===== src/rtl/tap_pkg.sv =====
// ============================================================================
// Module : tap_pkg
// Brief  : IEEE 1149.1 TAP state encodings and reset constant.
// Rev    : 1.0 - initial release
// ============================================================================
`default_nettype none
`timescale 1ns/100ps

package tap_pkg;

    typedef enum logic [3:0] {
        EX2_DR   = 4'h0,
        EX1_DR   = 4'h1,
        SH_DR    = 4'h2,
        PAUSE_DR = 4'h3,
        SEL_IR   = 4'h4,
        UPD_DR   = 4'h5,
        CAP_DR   = 4'h6,
        SEL_DR   = 4'h7,
        EX2_IR   = 4'h8,
        EX1_IR   = 4'h9,
        SH_IR    = 4'hA,
        PAUSE_IR = 4'hB,
        RTI      = 4'hC,
        UPD_IR   = 4'hD,
        CAP_IR   = 4'hE,
        TLR      = 4'hF
    } tapState_t;

    localparam tapState_t TAP_RESET_STATE = TLR;

endpackage

`default_nettype wire


===== src/rtl/tap_fsm.sv =====
// ============================================================================
// Module : tap_fsm
// Brief  : Combinational next-state logic of the 16-state TAP controller.
// Rev    : 1.0 - initial release
// ============================================================================
`default_nettype none
`timescale 1ns/100ps

module tap_fsm
    import tap_pkg::*;
(
    input  logic      TMS,
    input  tapState_t state,
    output tapState_t nextState
);

    always_comb begin
        nextState = TAP_RESET_STATE;
        case (state)
            TLR:      nextState = TMS ? TLR    : RTI;
            RTI:      nextState = TMS ? SEL_DR : RTI;
            SEL_DR:   nextState = TMS ? SEL_IR : CAP_DR;
            CAP_DR:   nextState = TMS ? EX1_DR : SH_DR;
            SH_DR:    nextState = TMS ? EX1_DR : SH_DR;
            EX1_DR:   nextState = TMS ? UPD_DR : PAUSE_DR;
            PAUSE_DR: nextState = TMS ? EX2_DR : PAUSE_DR;
            EX2_DR:   nextState = TMS ? UPD_DR : SH_DR;
            UPD_DR:   nextState = TMS ? SEL_DR : RTI;
            SEL_IR:   nextState = TMS ? TLR    : CAP_IR;
            CAP_IR:   nextState = TMS ? EX1_IR : SH_IR;
            SH_IR:    nextState = TMS ? EX1_IR : SH_IR;
            EX1_IR:   nextState = TMS ? UPD_IR : PAUSE_IR;
            PAUSE_IR: nextState = TMS ? EX2_IR : PAUSE_IR;
            EX2_IR:   nextState = TMS ? UPD_IR : SH_IR;
            UPD_IR:   nextState = TMS ? SEL_DR : RTI;
            default:  nextState = TAP_RESET_STATE;
        endcase
    end

endmodule

`default_nettype wire


===== src/rtl/tap_controller.sv =====
// ============================================================================
// Module : tap_controller
// Brief  : IEEE 1149.1 TAP controller with gated DR/IR capture and update
//          clocks. Define TAP_STATE_DBG_EN to expose the encoded State port.
// Rev    : 1.0 - initial release
// ============================================================================
`default_nettype none
`timescale 1ns/100ps

module tap_controller
    import tap_pkg::*;
(
    input  logic       TCK,
    input  logic       TRST_N,
    input  logic       TMS,
    output logic       ShiftDR,
    output logic       ShiftIR,
    output logic       ClockDR,
    output logic       ClockIR,
    output logic       UpdateDR,
    output logic       UpdateIR,
    output logic       Select,
    output logic       Enable,
    output logic       Reset
`ifdef TAP_STATE_DBG_EN
    ,
    output logic [3:0] State
`endif
);

    tapState_t r_state;
    tapState_t w_nextState;

    logic r_reset;
    logic r_enable;
    logic r_enCdr;
    logic r_enCir;
    logic r_enUdr;
    logic r_enUir;

    tap_fsm u_fsm (
        .TMS       (TMS),
        .state     (r_state),
        .nextState (w_nextState)
    );

    always_ff @(posedge TCK or negedge TRST_N) begin
        if (!TRST_N) begin
            r_state <= TAP_RESET_STATE;
        end else begin
            r_state <= w_nextState;
        end
    end

    // Enables move only on the falling edge, so the gating below sees them
    // stable for the whole TCK-low phase and cannot glitch.
    always_ff @(negedge TCK or negedge TRST_N) begin
        if (!TRST_N) begin
            r_reset  <= 1'b0;
            r_enable <= 1'b0;
            r_enCdr  <= 1'b0;
            r_enCir  <= 1'b0;
            r_enUdr  <= 1'b0;
            r_enUir  <= 1'b0;
        end else begin
            r_reset  <= (r_state != TLR);
            r_enable <= (r_state == SH_DR) || (r_state == SH_IR);
            r_enCdr  <= (r_state == CAP_DR) || (r_state == SH_DR);
            r_enCir  <= (r_state == CAP_IR) || (r_state == SH_IR);
            r_enUdr  <= (r_state == UPD_DR);
            r_enUir  <= (r_state == UPD_IR);
        end
    end

    assign ShiftDR  = (r_state == SH_DR);
    assign ShiftIR  = (r_state == SH_IR);
    assign Select   = (r_state == SEL_IR) || (r_state == CAP_IR) ||
                      (r_state == SH_IR)  || (r_state == EX1_IR) ||
                      (r_state == PAUSE_IR) || (r_state == EX2_IR) ||
                      (r_state == UPD_IR);

    assign ClockDR  = TCK | ~r_enCdr;
    assign ClockIR  = TCK | ~r_enCir;
    assign UpdateDR = ~TCK & r_enUdr;
    assign UpdateIR = ~TCK & r_enUir;

    assign Enable   = r_enable;
    assign Reset    = r_reset;

`ifdef TAP_STATE_DBG_EN
    assign State    = r_state;
`endif

endmodule

`default_nettype wire


===== config.mk =====
export PLATFORM = sky130hd
export DESIGN_NAME = tap_controller
export DESIGN_NICKNAME = d
export VERILOG_FILES = /design/src/rtl/tap_pkg.sv /design/src/rtl/tap_fsm.sv /design/src/rtl/tap_controller.sv
export SDC_FILE = /design/constraint.sdc
export NUM_CORES = 1
export LEC_CHECK = 0
export ABC_AREA = 1
export ABC_CLOCK_PERIOD_IN_PS = 2800
export BUFFER_PORTS_ARGS = -buffer_cell sky130_fd_sc_hd__buf_2
export CAP_MARGIN = 20
export CORE_AREA = 3 3 40 42
export CTS_BUF_LIST = sky130_fd_sc_hd__clkbuf_4
export DETAILED_ROUTE_END_ITERATION = 12
export DIE_AREA = 0 0 43 45
export HOLD_SLACK_MARGIN = 0.12
export MAX_ROUTING_LAYER = met4
export PLACE_DENSITY = 0.7
export SETUP_SLACK_MARGIN = 0.02
export SLEW_MARGIN = 30
export SYNTH_ARGS = -nofsm -noshare
export SYNTH_HDL_FRONTEND = slang
export SYNTH_SLANG_ARGS = --single-unit
export TNS_END_PERCENT = 50

===== constraint.sdc =====
create_clock -name TCK -period 2.8 [get_ports TCK]
set_input_delay 0.56 -clock TCK [delete_from_list [all_inputs] [get_ports TCK]]
set_output_delay 0.56 -clock TCK [all_outputs]
set_load 0.05 [all_outputs]

# Word-level counts from Yosys, hierarchy flattened
# Index checks and enable logic that the tools add are counted.
# totals
word_cells	56
regBits	10
in_bits	3
output_inout_bits	9
# classes
bitwise_logic	7
reduce_logical	13
eq_ne	16
n_mux	13
# ops
cell	count
4-bit one-hot mux with 12 select lines	1
4-bit == test (second input constant)	8
4-bit by 3-bit == test with 1-bit output (second input constant)	4
2-bit two-way mux	6
3-bit two-way mux	4
1-bit logical OR	9
4-bit by 2-bit == test with 1-bit output (second input constant)	2
4-bit by 1-bit == test with 1-bit output (second input constant)	1
4-bit zero test	1
4-bit two-way mux	1
4-bit != test (second input constant)	1
2-bit OR reduction	2
1-bit NOT	3
3-bit OR reduction	1
1-bit AND	2
1-bit OR	2
1-bit two-way mux	1

# Logic depth before layout (Yosys ltp)
# depth
word_depth	7
depth_mapped	7

# Modules after synthesis
# Synthesis repeated with hierarchy kept, for this count alone.
# unflattened
hier_cells	70
hier_area_um2	516.7
# modules_own_cells
module	seq_area_each_um2	area_per_inst_um2	cells_per_inst	instances
tap_controller	255.2	377.9	39	1
tap_fsm	0.0	138.9	31	1

==> flow_metrics.py <==
metrics = {
    "status": {
        "status": "finished, violations left",
        "violations": "setup timing",
    },
    "finish": {
        "drive_gt1_share_pct": 43.0,
        "final_cells": 94,
        "syn_to_final_growth_pct": 35.0,
        "nFillCells": 123,
        "antenna_cells": 0,
        "final_nets": 83,
    },
    "power_and_ir_drop": {
        "internal-power_w": 0.000489,
        "peakVddDrop_mv": 0.504,
        "netSwitchingFraction_pct": 49.6,
        "switchingPower_w": 0.000482,
        "comb_power_share_pct": 36.9,
        "powerDensity_nw_per_um2": 1480,
        "pwr-share-seq_pct": 31.2,
        "p_leak_nw": 0.349,
        "clockPowerShare_pct": 31.9,
    },
    "worst_setup_path": {
        "startpoint": "r_enUir",
        "crit_chain": "inv_1, nor2_2, buf_6",
        "reg2reg_depth": 3,
        "critPathCaptureType": "primary output",
        "crit_fanout": 1,
        "start_kind": "flop",
        "reg2reg_to": "Reset",
        "critPathArrivalTime_ns": 2.48,
        "critical-path-max-stage-delay_ns": 0.39,
        "rr_startpoint": "r_state[2]",
        "timing.critical_path.buf_inv": 2,
        "cp_slowest_cell": "dfrtn_1",
        "critPathKind": "flop to primary output",
        "reg2reg_slack_ns": 0.39,
        "crit_required_ns": 2.24,
        "crit_family": "flip-flops",
    },
    "placement": {
        "dpl.hpwl_um": 645,
        "dp_cells": 85,
        "gp_congestion": 0.841,
        "io_buffers": 11,
        "place_ws_ns": 0.117,
    },
    "synth": {
        "ys_types": 17,
        "syn-cell-area_um2": 487,
        "syn_nets": 63,
        "netlist_instances": 60,
        "synth.top_cells.by_area": "dfrtn_1 (31%), dfstp_2 (22%), nand2_1 (8.5%), nor2_1 (7.7%), inv_1 (5.4%)",
        "synth_top_area_share_pct": 30.8,
        "ys_async_sr_fraction_pct": 100,
        "yosysTopAreaCell": "dfrtn_1",
        "ys_top_cells_by_count": "nand2_1 (11), nor2_1 (10), inv_1 (7)",
        "synth-seq-cells": 10,
        "yosysWarnings": 0,
        "ys_seq_area_share_pct": 52.4,
        "synth_most_common_cell": "nand2_1",
        "synth_edf_count": 0,
        "ys.flop_type": "dfrtn_1",
        "avgSynthCellArea_um2": 8.11,
    },
    "clock_tree": {
        "cts_tree": "yes",
        "cts.clk_slew.worst_paths_ns": 0.07,
        "clk-insertion-delay-late_ns": 0.40,
    },
    "grt": {
        "track_usage_pct": 13.6,
        "grt_max_degree": 11,
        "antenna_found_initial": 0,
        "grt_pass1_vias": 447,
        "grt_pass1_wl_mm": 1.61,
        "grt_overflow": 0,
    },
    "timing": {
        "hold_viol": 0,
        "tightest_slew_ns": 0.251,
        "skew_ns": 0.0196,
        "max-slew-margin-rel_pct": 83.4,
        "tns_ns": -1.03,
        "rsz0062_at_grt": "yes",
        "setup_viol": 10,
        "report.final.slew_viol_count": 0,
        "timing.final.ws_setup_ns": -0.242,
        "whs_ns": 0.252,
    },
    "die": {
        "initial_utilization_pct": 37.9,
        "die_x_um": 43,
        "die_h_um": 45,
        "rows": 13,
        "boundaryPins": 12,
        "core_um2": 1280,
        "dieArea_um2": 1940,
    },
    "run": {
        "max_cap_violations": 0,
    },
    "detailed_routing": {
        "drt_pass1_iterations": 4,
        "num_vias": 439,
        "wl_per_cell_um": 10.0,
        "antenna_left": 0,
        "drtIter0Drc": 8,
        "drc": 0,
        "avgViaCountPerCell": 4.67,
        "wl_um": 941,
    },
    "worst_hold_path": {
        "hold_class": "input pin to async pin",
    },
}
## layer usage
layer	part of all wire, %	GRT usage, %
met1	38	11.0
met2	48	15.6
met3	10	7.17
met4	3.9	25.9
met5	0	-
## area by class of cell
class | instances | area (um^2) | area share [%]
sequential | 10 | 255 | 38.9
tap | 15 | 18.8 | 2.86
inverter | 11 | 41.3 | 6.29
timing repair buffer | 7 | 47.5 | 7.24
multi-input combinational | 37 | 184 | 28.0
clock buffer | 11 | 97.6 | 14.9
clock inverter | 3 | 12.5 | 1.90
## registers in the layout, indices dropped and copies added (netlist names)
signal,cells
Reset,1
r_enUir,1
r_enCdr,1
r_enUdr,1
r_state,4
r_enCir,1
Enable,1
## how the worst max path moves through the flow
| stage | to | slack [ns] | cells past startpoint |
|---|---|---|---|
| after floorplan | UpdateDR | 0.03 | 2 |
| after global placement | UpdateIR | 0.13 | 3 |
| after detailed placement | UpdateIR | 0.12 | 3 |
| after CTS | UpdateIR | -0.26 | 3 |
| after global routing | UpdateDR | -0.30 | 3 |
| final | UpdateIR | -0.24 | 3 |
## logic make-up after synthesis
logic type	after synthesis	share of synthesized area, %
AND/OR/NAND/NOR	31	29.8
buffers and inverters	13	10.8
flip-flops	10	52.4
AO/OA/AOI/OAI	6	6.94
## power groups by stage
stage | registers, W | logic (W) | clock network [W]
floorplan | 0.000305 | 0.000281 | 0.0000717
global placement | 0.000300 | 0.000345 | 0.0000838
detailed placement | 0.000301 | 0.000348 | 0.0000838
CTS | 0.000301 | 0.000362 | 0.000320
global route | 0.000310 | 0.000395 | 0.000338
finish | 0.000302 | 0.000359 | 0.000310
## through the flow
stage                     area [um^2]  util [%]  total power (W)
after global placement            558      43.4         0.000729
after floorplan                   492         -         0.000657
after detailed placement          558      43.4         0.000733
after CTS                         657      51.1         0.000983
after global routing              657      51.1          0.00104
final                             657      51.1         0.000971
## cell usage in the layout, fill, tap and decap left out
cell type,n
nor3_1,2
o21ai_0,2
dfrtn_1,6
buf_6,6
nand3_1,3
dfstp_2,4
clkbuf_4,7
a21oi_1,1
nand2_1,11
nor2_2,2
inv_2,4
nand2_2,2
a21oi_2,1
clkinv_1,1
nor2_1,8
inv_1,8
nand4_1,1
nand2_4,2
buf_2,5
o21ai_1,2
clkinvlp_2,1
## what timing repair did
action | 4_1_cts | 5_1_grt
gates resized for setup | 12 | 0
endpoints found under the setup margin | 10 | 10
pin swaps | 2 | 0
hold buffers | 0 | 0
buffers inserted | 0 | 0
(Power assumes the default switching activity.)
